## src/rtl/alu_arbiter.sv

```systemverilog
// Two-requester round-robin front end for a shared combinational ALU.
// Operands are latched on grant; multiplies wait MUL_WAIT extra cycles before capture.
module alu_arbiter #(
  parameter int MUL_WAIT = 2
) (
  input  logic        clk,
  input  logic        rst_n,
  input  logic        req0_valid,
  output logic        req0_ready,
  input  logic [31:0] req0_a,
  input  logic [31:0] req0_b,
  input  logic [2:0]  req0_sel,
  input  logic        req1_valid,
  output logic        req1_ready,
  input  logic [31:0] req1_a,
  input  logic [31:0] req1_b,
  input  logic [2:0]  req1_sel,
  output logic        rsp0_valid,
  output logic        rsp1_valid,
  output logic [31:0] rsp_result,
  output logic        rsp_of,
  output logic        busy,
  output logic [31:0] alu_a,
  output logic [31:0] alu_b,
  output logic [2:0]  alu_sel,
  input  logic [31:0] alu_result,
  input  logic        alu_of
);

  typedef enum logic [1:0] {IDLE, EXEC, RESP} state_t;

  localparam logic [3:0] WAIT_MAX = 4'(MUL_WAIT);
  localparam logic [2:0] SEL_ADD  = 3'b010;
  localparam logic [2:0] SEL_MUL  = 3'b100;
  localparam logic [2:0] SEL_SUB  = 3'b110;

  state_t      state;
  state_t      next_state;
  logic        grant;
  logic        pick;
  logic        any_valid;
  logic        accept;
  logic        capture;
  logic [31:0] op_a;
  logic [31:0] op_b;
  logic [2:0]  op_sel;
  logic [3:0]  wait_cnt;

  // grant doubles as the last-grant record; reset to 1 so requester 0 wins first
  assign any_valid = req0_valid | req1_valid;
  assign pick      = (req0_valid & req1_valid) ? ~grant : req1_valid;
  assign accept    = (state == IDLE) & any_valid;
  assign capture   = (state == EXEC) & ((op_sel != SEL_MUL) | (wait_cnt == WAIT_MAX));

  always_ff @(posedge clk or negedge rst_n) begin
    if (!rst_n) begin
      state <= IDLE;
    end else begin
      state <= next_state;
    end
  end

  always_comb begin
    next_state = state;
    case (state)
      IDLE:    if (any_valid) next_state = EXEC;
      EXEC:    if (capture)   next_state = RESP;
      RESP:    next_state = IDLE;
      default: next_state = IDLE;
    endcase
  end

  always_comb begin
    req0_ready = 1'b0;
    req1_ready = 1'b0;
    rsp0_valid = 1'b0;
    rsp1_valid = 1'b0;
    case (state)
      IDLE: begin
        req0_ready = req0_valid & ~pick;
        req1_ready = req1_valid & pick;
      end
      RESP: begin
        rsp0_valid = ~grant;
        rsp1_valid = grant;
      end
      default: ;
    endcase
  end

  assign busy    = (state != IDLE);
  assign alu_a   = op_a;
  assign alu_b   = op_b;
  assign alu_sel = op_sel;

  always_ff @(posedge clk or negedge rst_n) begin
    if (!rst_n) begin
      grant      <= 1'b1;
      op_a       <= '0;
      op_b       <= '0;
      op_sel     <= '0;
      wait_cnt   <= '0;
      rsp_result <= '0;
      rsp_of     <= 1'b0;
    end else begin
      if (accept) begin
        grant  <= pick;
        op_a   <= pick ? req1_a   : req0_a;
        op_b   <= pick ? req1_b   : req0_b;
        op_sel <= pick ? req1_sel : req0_sel;
      end
      // counts only while a multiply is still waiting; zero whenever EXEC is left
      if ((state == EXEC) && !capture) begin
        wait_cnt <= wait_cnt + 4'd1;
      end else begin
        wait_cnt <= '0;
      end
      if (capture) begin
        rsp_result <= alu_result;
        rsp_of     <= ((op_sel == SEL_ADD) || (op_sel == SEL_SUB)) & alu_of;
      end
    end
  end

endmodule

```

## config.mk

```make
export PLATFORM = sky130hd
export DESIGN_NAME = alu_arbiter
export DESIGN_NICKNAME = d
export VERILOG_FILES = /design/src/rtl/alu_arbiter.sv
export SDC_FILE = /design/constraint.sdc
export NUM_CORES = 1
export LEC_CHECK = 0
export BUFFER_PORTS_ARGS = -buffer_cell sky130_fd_sc_hd__buf_2
export CAP_MARGIN = 10
export CORE_ASPECT_RATIO = 0.7
export CORE_MARGIN = 1.5
export CORE_UTILIZATION = 44
export DETAILED_ROUTE_END_ITERATION = 6
export PLACE_DENSITY = 0.8
export SLEW_MARGIN = 20
export SYNTH_ARGS = -nofsm -noshare
export SYNTH_HDL_FRONTEND = slang
export SYNTH_SLANG_ARGS = --single-unit
```

## constraint.sdc

```tcl
create_clock -name clk -period 2.8 [get_ports clk]
set_clock_uncertainty 0.15 [all_clocks]
set_input_delay 0.56 -clock clk [delete_from_list [all_inputs] [get_ports clk]]
set_output_delay 0.56 -clock clk [all_outputs]
set_load 0.005 [all_outputs]
```

==> metrics <==
yosys warns=0; outcome=finished, final reports clean; final core occ=61.7%; gate count of the mapped netlist=321; # setup viols final=0; hpwl dp=8730 um; Worst Hold Class=in -> async; mapped cell area=4900 sq um; post-synth top area cell=dfrtp_1; CTS HTree Levels=3; hold buffer count at CTS=0; Post-synth ARST share=100%; Syn Nets=494; Worst-Margin Slew=0.530 ns; Worst Path Arrival=1.62 ns; EDFF count, synth=0; share of layout cells above drive strength 1=77.8%; fin cells=753; pin count of the biggest net entering global routing=69; RSZ-0062 raised after global routing=false; clock share of power=18.0%; placed cells=737; crit-path cells=a21bo_4 > and3_1 > buf_2; die area=11,800 sq um; WP buf/inv=1; Root Buffer=clkbuf_16; Sw Ratio=31.2%; P_sw=2.11 mW; Synth top cells by count=mux2_2, dfrtp_1, buf_2, mux2_4, buf_6; Seq pwr share=40.0%; Logic pwr share=42.0%; pre-CTS setup slack=0.481 ns; top-count cell post-synth=mux2_2; antenna cells=0; total gr overflow=0; Power Internal=4.66 mW; Starting Density=44.8%; vias per cell=4.78; Crit path max-delay family=flip-flops; CTS Sinks=107; antenna-violating nets left=0; Max Clk Rate=0.429 GHz; post-CTS sizing=0; wire length per cell=15.1 um; Rows=32; part of the Yosys area used for sequential elements=54.7%; CP max-delay cell=dfstp_2; via count=3,603; Area Growth Syn to Fin=37.7%; mux contribution to synthesized area=38.8%; crit path kind=reg -> out; Total Nets Final=768; TritonRoute pass-1 iters=4; unique cell type count in the Yosys netlist=27; top cell type's share of synthesized area=54.2%; CTS tree=built; Pleak=3.31 nW; Final Max Tran Viols=0; Synth Area in XOR/XNOR=0.358%; CTS Buf Count=9; vias in the first global route=3,741; top post-synthesis cells by area=dfrtp_1, mux2_2, mux2_4; startpoint types=flop; syn avg cell area=15.3 sq um; dpl cell area=6450 sq um; flops & latches, synth=107; largest family of logic cells by synthesized area=multiplexers; Top-Level Pins=276; Worst VDD drop=0.557 mV; CP peak stage delay=0.58 ns; Synth Area in Compound Gates=1.20%; die width=129 um; area of the core=10,900 sq um; Clk pin slew, worst setup/hold paths=0.07 ns; GPL Wtd Cong=0.714; DR iter-0 viols=74; total of max-cap violations=0; Final Cell Area=6740 sq um; DRT Wirelength=11,400 um; Pwr Density=1010 nW/um^2; Longest Clk Path Bufs=2; Critical Path RT=2.09 ns; Final Cycle Share=83.3%; initial antenna violation count=0; Slew HR=64.7%; leading register cell type out of synthesis=dfrtp_1; setup ws final=0.467 ns; GRT Resource Usage Total=19.2%; post-synthesis adder-cell area fraction=0.511%; PortBufs=275; crit end category=output port; crit-path max FO=23; Die Ht=91.3 um; total negative slack=0 ns; Post-CTS Setup Repair Bufs=0; minimum clock period=2.33 ns; simple-gate share of the synthesized area=1.76%; Fin. Hold Viols=0; global-route wire length before repair=17,700 um; worst-skew pair later-pin latency=0.34 ns; drc violations=0
-- per-stage QoR --
step           total power, mW  hold slack (ns)
6_report                  6.78           0.0510
5_1_grt                   7.23           0.0701
4_1_cts                   6.88           0.0592
3_5_place_dp              5.64            0.337
3_3_place_gp              5.49            0.332
2_1_floorplan             4.41            0.114
-- cell usage in the layout (no fill, tap or decap), drive strengths merged --
cell | netlist | final
o21ai | 2 | 2
xnor2 | 1 | 1
nand3b | 1 | 1
a21oi | 1 | 1
nor2 | 3 | 3
or3b | 1 | 1
nand2b | 1 | 1
a21bo | 1 | 1
nor3b | 1 | 1
a31oi | 2 | 2
xor2 | 1 | 1
inv | 3 | 5
ha | 2 | 2
o22ai | 1 | 1
and3 | 1 | 1
clkinv | 0 | 3
buf | 15 | 282
dfstp | 1 | 1
nand3 | 2 | 2
mux2 | 166 | 166
nor3 | 4 | 4
clkbuf | 4 | 11
dfrtp | 106 | 106
and3b | 1 | 1
-- cell families (layout without fill, tap and decap cells) --
| group | count (synthesis) | in the layout |
|---|---|---|
| multiplexers | 166 | 166 |
| flip-flops | 107 | 107 |
| buffers and inverters | 22 | 301 |
| AND/OR/NAND/NOR | 15 | 15 |
| AO/OA/AOI/OAI | 7 | 7 |
| adder cells (fa/ha/maj) | 2 | 2 |
| XOR/XNOR | 2 | 2 |
-- area by class of cell --
cell class                      count  area (sq um)
Clock inverter                      5          46.3
Tap cell                          153           191
Fill cell                         902          4190
Clock buffer                       11           243
Timing Repair Buffer              282          1470
Sequential cell                   107          2680
Inverter                            3          11.3
Multi-Input combinational cell    192          2100
-- path summary, 6_finish.rpt --
path,from,end,slack [ns],cells after the start
min in group clk,alu_result[26],rsp_result[26]$_DFFE_PN0P_,0.30,2
max in group asynchronous,rst_n,grant$_DFFE_PN1P_,1.75,2
setup reg to reg,wait_cnt[0]$_DFF_PN0_,rsp_result[16]$_DFFE_PN0P_,0.52,6
hold reg to reg,wait_cnt[0]$_DFF_PN0_,wait_cnt[0]$_DFF_PN0_,0.35,1
setup / recovery,grant$_DFFE_PN1P_,req0_ready,0.47,3
hold / removal,rst_n,rsp_result[23]$_DFFE_PN0P_,0.05,1
-- flip-flops by register name, summed over array words and instances, names as in the netlist --
register	flops
alu_a	32
alu_sel	3
alu_b	32
state	2
rsp_of	1
rsp_result	32
grant	1
wait_cnt	4
-- power groups by stage --
stage | combinational [mW] | sequential (mW) | clock, mW
finish | 2.85 | 2.71 | 1.22
global route | 3.09 | 2.81 | 1.33
CTS | 2.91 | 2.72 | 1.26
detailed placement | 2.90 | 2.74 | 0
global placement | 2.80 | 2.69 | 0
floorplan | 1.62 | 2.79 | 0
-- routing by layer --
layer / up-vias / track usage, % / share of wire, %
met5: - / 0 / 0
met4: 0 / 4.40 / 1.1
met3: 15 / 5.77 / 6.7
met2: 138 / 35.6 / 54
met1: 1752 / 21.4 / 38
li1: 1698 / - / -
(Power assumes the default switching activity.)
